<file path="src/rtl/constraint_search_ctrl.sv">
// Random-search controller: fills a constraint checker input from a Galois LFSR
// one 32-bit word per cycle. It stops on the first satisfying candidate or once
// the try budget is spent.
module constraint_search_ctrl #(
   parameter int unsigned VEC_W     = 224,
   parameter int unsigned MAX_TRIES = 1024,
   parameter logic [31:0] SEED      = 32'hACE1_0001
) (
   input  logic             clk,
   input  logic             rst,
   input  logic             start,
   input  logic             abort,
   input  logic             seed_load,
   input  logic [31:0]      seed_in,
   output logic [VEC_W-1:0] cand_o,
   input  logic             sat_i,
   output logic             sol_valid,
   input  logic             sol_ready,
   output logic [VEC_W-1:0] sol_data,
   output logic             busy,
   output logic             fail,
   output logic [15:0]      tries
);

   localparam int unsigned WORDS  = (VEC_W + 31) / 32;
   localparam int unsigned CNT_W  = (WORDS > 1) ? $clog2(WORDS) : 1;
   localparam logic [31:0] TAPS   = 32'h8020_0003;

   typedef enum logic [2:0] {
      S_IDLE,
      S_FILL,
      S_CHECK,
      S_DONE,
      S_FAIL
   } state_t;

   state_t           state;
   logic [31:0]      lfsr;
   logic [CNT_W-1:0] fill_cnt;
   logic             last_try_c;

   // One Galois step: shift right, fold taps in when a 1 falls out
   function automatic logic [31:0] lfsr_step(input logic [31:0] v);
      lfsr_step = v[0] ? ((v >> 1) ^ TAPS) : (v >> 1);
   endfunction

   // This miss would be the final one the budget allows
   assign last_try_c = ((17'(tries) + 17'd1) == 17'(MAX_TRIES));

   // Search FSM with registered outputs; abort overrides all other activity
   always_ff @(posedge clk or posedge rst) begin
      if (rst) begin
         state     <= S_IDLE;
         lfsr      <= SEED;
         fill_cnt  <= '0;
         cand_o    <= '0;
         tries     <= '0;
         sol_valid <= 1'b0;
         sol_data  <= '0;
         busy      <= 1'b0;
         fail      <= 1'b0;
      end else if (abort && (state != S_IDLE)) begin
         state     <= S_IDLE;
         sol_valid <= 1'b0;
         sol_data  <= '0;
         busy      <= 1'b0;
         fail      <= 1'b0;
      end else begin
         case (state)
            S_IDLE: begin
               if (seed_load) begin
                  lfsr <= (seed_in != 32'd0) ? seed_in : SEED;
               end
               if (start) begin
                  tries    <= '0;
                  fill_cnt <= '0;
                  busy     <= 1'b1;
                  state    <= S_FILL;
               end
            end
            S_FILL: begin
               cand_o <= VEC_W'({cand_o, lfsr});
               lfsr   <= lfsr_step(lfsr);
               if (fill_cnt == CNT_W'(WORDS - 1)) begin
                  state <= S_CHECK;
               end else begin
                  fill_cnt <= fill_cnt + CNT_W'(1);
               end
            end
            S_CHECK: begin
               if (sat_i) begin
                  busy      <= 1'b0;
                  sol_valid <= 1'b1;
                  sol_data  <= cand_o;
                  state     <= S_DONE;
               end else if (last_try_c) begin
                  tries <= tries + 16'd1;
                  busy  <= 1'b0;
                  fail  <= 1'b1;
                  state <= S_FAIL;
               end else begin
                  tries    <= tries + 16'd1;
                  fill_cnt <= '0;
                  state    <= S_FILL;
               end
            end
            S_DONE: begin
               if (sol_ready) begin
                  sol_valid <= 1'b0;
                  sol_data  <= '0;
                  state     <= S_IDLE;
               end
            end
            S_FAIL: begin
               fail  <= 1'b0;
               state <= S_IDLE;
            end
            default: begin
               state <= S_IDLE;
            end
         endcase
      end
   end

endmodule
</file>
<file path="config.mk">
export PLATFORM = sky130hd
export DESIGN_NAME = constraint_search_ctrl
export DESIGN_NICKNAME = d
export VERILOG_FILES = /design/src/rtl/constraint_search_ctrl.sv
export SDC_FILE = /design/constraint.sdc
export NUM_CORES = 1
export LEC_CHECK = 0
export CAP_MARGIN = 15
export CORE_UTILIZATION = 44
export DETAILED_ROUTE_END_ITERATION = 7
export HOLD_SLACK_MARGIN = 0.1
export PLACE_DENSITY_LB_ADDON = 0.2
export RECOVER_POWER = 25
export SLEW_MARGIN = 5
export SYNTH_ARGS = -nofsm -noshare
export SYNTH_HDL_FRONTEND = slang
export SYNTH_SLANG_ARGS = --single-unit
</file>
<file path="constraint.sdc">
create_clock -name clk -period 20 [get_ports clk]
set_input_delay 6 -clock clk [delete_from_list [all_inputs] [get_ports clk]]
set_output_delay 6 -clock clk [all_outputs]
set_load 0.01 [all_outputs]
</file>
Word level (Yosys, flattened, before mapping)
Index checks and enable logic that the tools add are counted.
W data, S select, Z words.
Storage, ports and cells
  register bits: 505
  bits of input ports: 39
  output and inout port bits: 467
  logic and storage cells: 86
Cells by class
  add/sub/neg operators: 3
  eq/ne operators: 18
  muxes and demuxes: 36
  bitwise gates (word level): 2
  reduce and logical (&&, ||, !) cells: 18
Operator list (count)
  $mux W224: 3
  $pmux W224 S2: 1
  $mux W32: 3
  $pmux W32 S2: 1
  $mux W16: 2
  $pmux W16 S2: 1
  $reduce_bool A32 Y1: 1
  $mux W3: 10
  $ne A3 B3 Y1 const B: 6
  $add A16 B1 Y17 const B: 1
  $eq A17 B11 Y1 const B: 1
  $add A16 B1 Y16 const B: 1
  $reduce_and A3 Y1: 5
  $reduce_bool A3 Y1: 5
  $pmux W3 S4: 1
  $mux W1: 10
  $ne A2 B2 Y1 const B: 5
  $pmux W3 S3: 1
  $eq A3 B2 Y1 const B: 2
  $eq A3 B3 Y1 const B: 2
  $pmux W1 S2: 3
  $reduce_and A6 Y1: 1
  $ne A4 B4 Y1 const B: 1
  $not A3 Y4: 1
  8 further kinds: 9

Depth between registers and ports, before layout
  depth after elaboration: 6
  depth in mapped cells: 8
  mapped depth without buffers: 8

Worst setup path after synthesis
Ideal clock, no wire load.
  path kind: input-to-reg
  from: input sol_ready
  to: register sol_data[109]
  setup time: 0.065 ns
  data arrival time: 7.261 ns
  data required time: 19.935 ns
  slack: 12.673 ns
  stages: 6
  buffers on the path: 2
  path through: nand2b_1 and3_1 o22ai_1 clkbuf_1 buf_2 a22o_1
On the way
  cells in the longest elaborated chain, start to end: 2
Ends and longest elaborated chain
  start, declared: line 18  | input logic sol_ready,
  $ne A3 B3 Y1 (no line)
  $reduce_and A3 Y1 (no line)
  end signal, assigned: line 94  | sol_data <= cand_o;
  end, declared: line 19  | output logic [VEC_W-1:0] sol_data,
Every way passes these cells.
A chain may end at the register's enable or synchronous reset.

==> results.json <==
{
  "run_status": "complete, but fails checks",
  "violations": "max-capacitance violations, max-slew violations",
  "ys_seq_area_share_pct": 65.59,
  "worstMarginPinSlew_ns": 3.875,
  "r2r_setup_slack_ns": 14.54,
  "clock_path_buffers": 3,
  "synthArstFlopShare_pct": 100.0,
  "cts_sinks": 505,
  "dieArea_um2": 44670,
  "startpoint_type": "input port",
  "gp_congestion": 0.8337,
  "path_delay_family": "buffers and inverters",
  "antenna_cells": 0,
  "clkTransAtPathRegs_ns": 0.06,
  "synth-seq-cells": 505,
  "synth_area_leader_cell": "dfrtp_1",
  "wirelength_um": 55570,
  "rsz0062_at_grt": "no",
  "cts_buffers": 51,
  "fmax_ghz": 0.08921,
  "peakVddDrop_mv": 0.07738,
  "gr-total-overflow": 0,
  "slew_violations": 505,
  "worstRegToRegCells": 6,
  "grt_usage_pct": 24.83,
  "cts_root_buf": "clkbuf_16",
  "ys_warn_count": 0,
  "hold-path-cell-count": 1,
  "port_buffers": 505,
  "r2r-end": "cand_o[136]",
  "postCtsSetupBuffers": 0,
  "grt_max_degree": 226,
  "grt_pass1_wl_um": 84960,
  "crit_end": "tries[12]",
  "synth.top_cells.by_area": "dfrtp_1, mux2_2, a22o_1, o21ai_0, buf_2",
  "areaGrowthSynthToFinish_pct": 37.22,
  "drtIter0Drc": 1181,
  "cpMostUsedCell": "buf_4",
  "vias": 13560,
  "antenna_found_initial": 0,
  "crit_start": "rst",
  "worstPathRequired_ns": 20.61,
  "io-pin-count": 506,
  "r2r_start": "state[1]",
  "crit_cells": 5,
  "antenna_left": 0,
  "fin_crit_sh_pct": 56.05,
  "core_area_um2": 43170,
  "synthFlopType": "dfrtp_1",
  "period_needed_ns": 11.21,
  "post_cts_resized": 0,
  "crit_slowest_cell": "clkbuf_1",
  "htreeDepth": 2,
  "die_y_um": 211.3,
  "powerDensity_nw_per_um2": 152.5,
  "syn-num-nets": 1370,
  "cp-end-kind": "async pin",
  "drcViolationCount": 0,
  "drv_cap": 7,
  "p_leak_nw": 12.09,
  "path_cells": "dlygate4sd3_1, clkinvlp_2, clkbuf_1, buf_4, buf_4",
  "fin_nets": 1846,
  "syn_area_per_cell_um2": 14.53,
  "drtPass1Iterations": 5,
  "ys_types": 54,
  "synth_top_area_share_pct": 64.37,
  "crit_type": "in2async",
  "clk_latency_ns": 0.59,
  "fin_skew_ns": 0.01665,
  "hold_viol_final": 0,
  "layout_common_cells": "dfrtp_1, clkdlybuf4s50_1, a22o_1, mux2_2, dlygate4sd3_1",
  "grt_pass1_vias": 13309,
  "post_drt_wl_per_cell_um": 22.89,
  "cp.arrival_ns": 11.82,
  "drive_gt1_share_pct": 18.84,
  "stdcell_count": 2427,
  "place_inst": 2334,
  "slowest_delay_ns": 2.39,
  "syn_area_um2": 19280,
  "dieWidth_um": 211.3,
  "final_common_cell": "dfrtp_1",
  "fin_tns_setup_ns": 0,
  "worstPathMaxFanout": 68,
  "worstHoldPathType": "reg2reg",
  "cts_hold_buffers": 0,
  "slew_headroom_pct": -158.3,
  "path_buf_inv": 5,
  "cts_tree": "done",
  "viasPerCell": 5.587,
  "synthCells": 1327,
  "dp_hpwl_um": 38210,
  "start_util_pct": 44.67,
  "setup_viol": 0,
  "num_rows": 76,
  "whs_ns": 0.4761,
  "synth_edf_count": 0
}
cells in the mapped netlist, types with 4 or more instances:
| cell type | instances |
|---|---|
| xnor2_1 | 4 |
| ha_1 | 4 |
| inv_1 | 6 |
| nor3_1 | 7 |
| mux2i_1 | 4 |
| a22oi_1 | 20 |
| mux2_2 | 225 |
| buf_6 | 4 |
| dfrtp_1 | 496 |
| nand4_1 | 9 |
| o22ai_1 | 10 |
| nand3_1 | 8 |
| buf_2 | 49 |
| nand2_1 | 46 |
| nor2_1 | 22 |
| nor4_1 | 8 |
| o31ai_1 | 5 |
| dfstp_2 | 9 |
| buf_4 | 11 |
| o21ai_0 | 59 |
| a21oi_1 | 10 |
| a22o_1 | 225 |
| a31oi_1 | 7 |
| clkbuf_1 | 33 |
where the power goes:
part | switching [W] | leakage (nW) | internal [W]
Clock | 0.000396 | 0.866 | 0.000588
Sequential | 0.000376 | 6.67 | 0.00133
Combinational | 0.000586 | 4.55 | 0.000755
Total | 0.00136 | 12.1 | 0.00268
flip-flops by register name, indices dropped and copies added, names as in the netlist:
signal / flops
cand_o: 224
sol_data: 224
lfsr: 32
tries: 16
fill_cnt: 3
state: 3
busy: 1
fail: 1
sol_valid: 1
through the flow:
stage               setup WS, ns  total power, W  area [µm²]  utilization [%]
floorplan                  7.153        0.002246       19290                -
global placement           9.985        0.003046       24720            57.27
detailed placement         9.835        0.003082       24720            57.27
CTS                        10.45        0.004077       26470            61.30
global route               7.742        0.004230       26460            61.29
finish                     8.790        0.004036       26460            61.29
area by class of cell:
cell class              count  area, µm²
clock buffers              71       1504
inverters                   6      23.77
repair buffers            523       5200
fillers                  3397      16710
well taps                 585      732.0
multi-input cells         716       6113
flip-flops and latches    505      12650
clock inverters            21      239.0
layer usage:
metal | routed length (µm) | global-route usage (%) | vias up
met1 | 24750 | 36.19 | 7054
met5 | 0 | 0 | -
li1 | - | - | 5922
met2 | 25990 | 37.86 | 515
met4 | 1114 | 6.822 | 0
met3 | 3715 | 4.940 | 69
cells by family (layout without fill, tap and decap cells):
group                      Yosys count  in the layout  synth area share (%)
muxes                              229            229                 13.35
AOI/OAI and AO/OA                  352            352                 14.25
and+or+nand+nor                    126            126                 3.465
DFF                                505            505                 65.59
buffers and inverters              106            621                 2.861
adders and majority gates            4              4                0.2595
xor gates and xnor gates             5              5                0.2271
worst min-delay path by stage:
stage / from / endpoint / slack [ns]
floorplan: lfsr[23] / lfsr[23] / 0.46
global placement: sol_valid / sol_valid / 0.46
detailed placement: sol_valid / sol_valid / 0.47
CTS: sol_valid / sol_valid / 0.48
global route: sol_valid / sol_valid / 0.50
finish: sol_valid / sol_valid / 0.48
No activity file was read; power rests on OpenSTA's default activity.
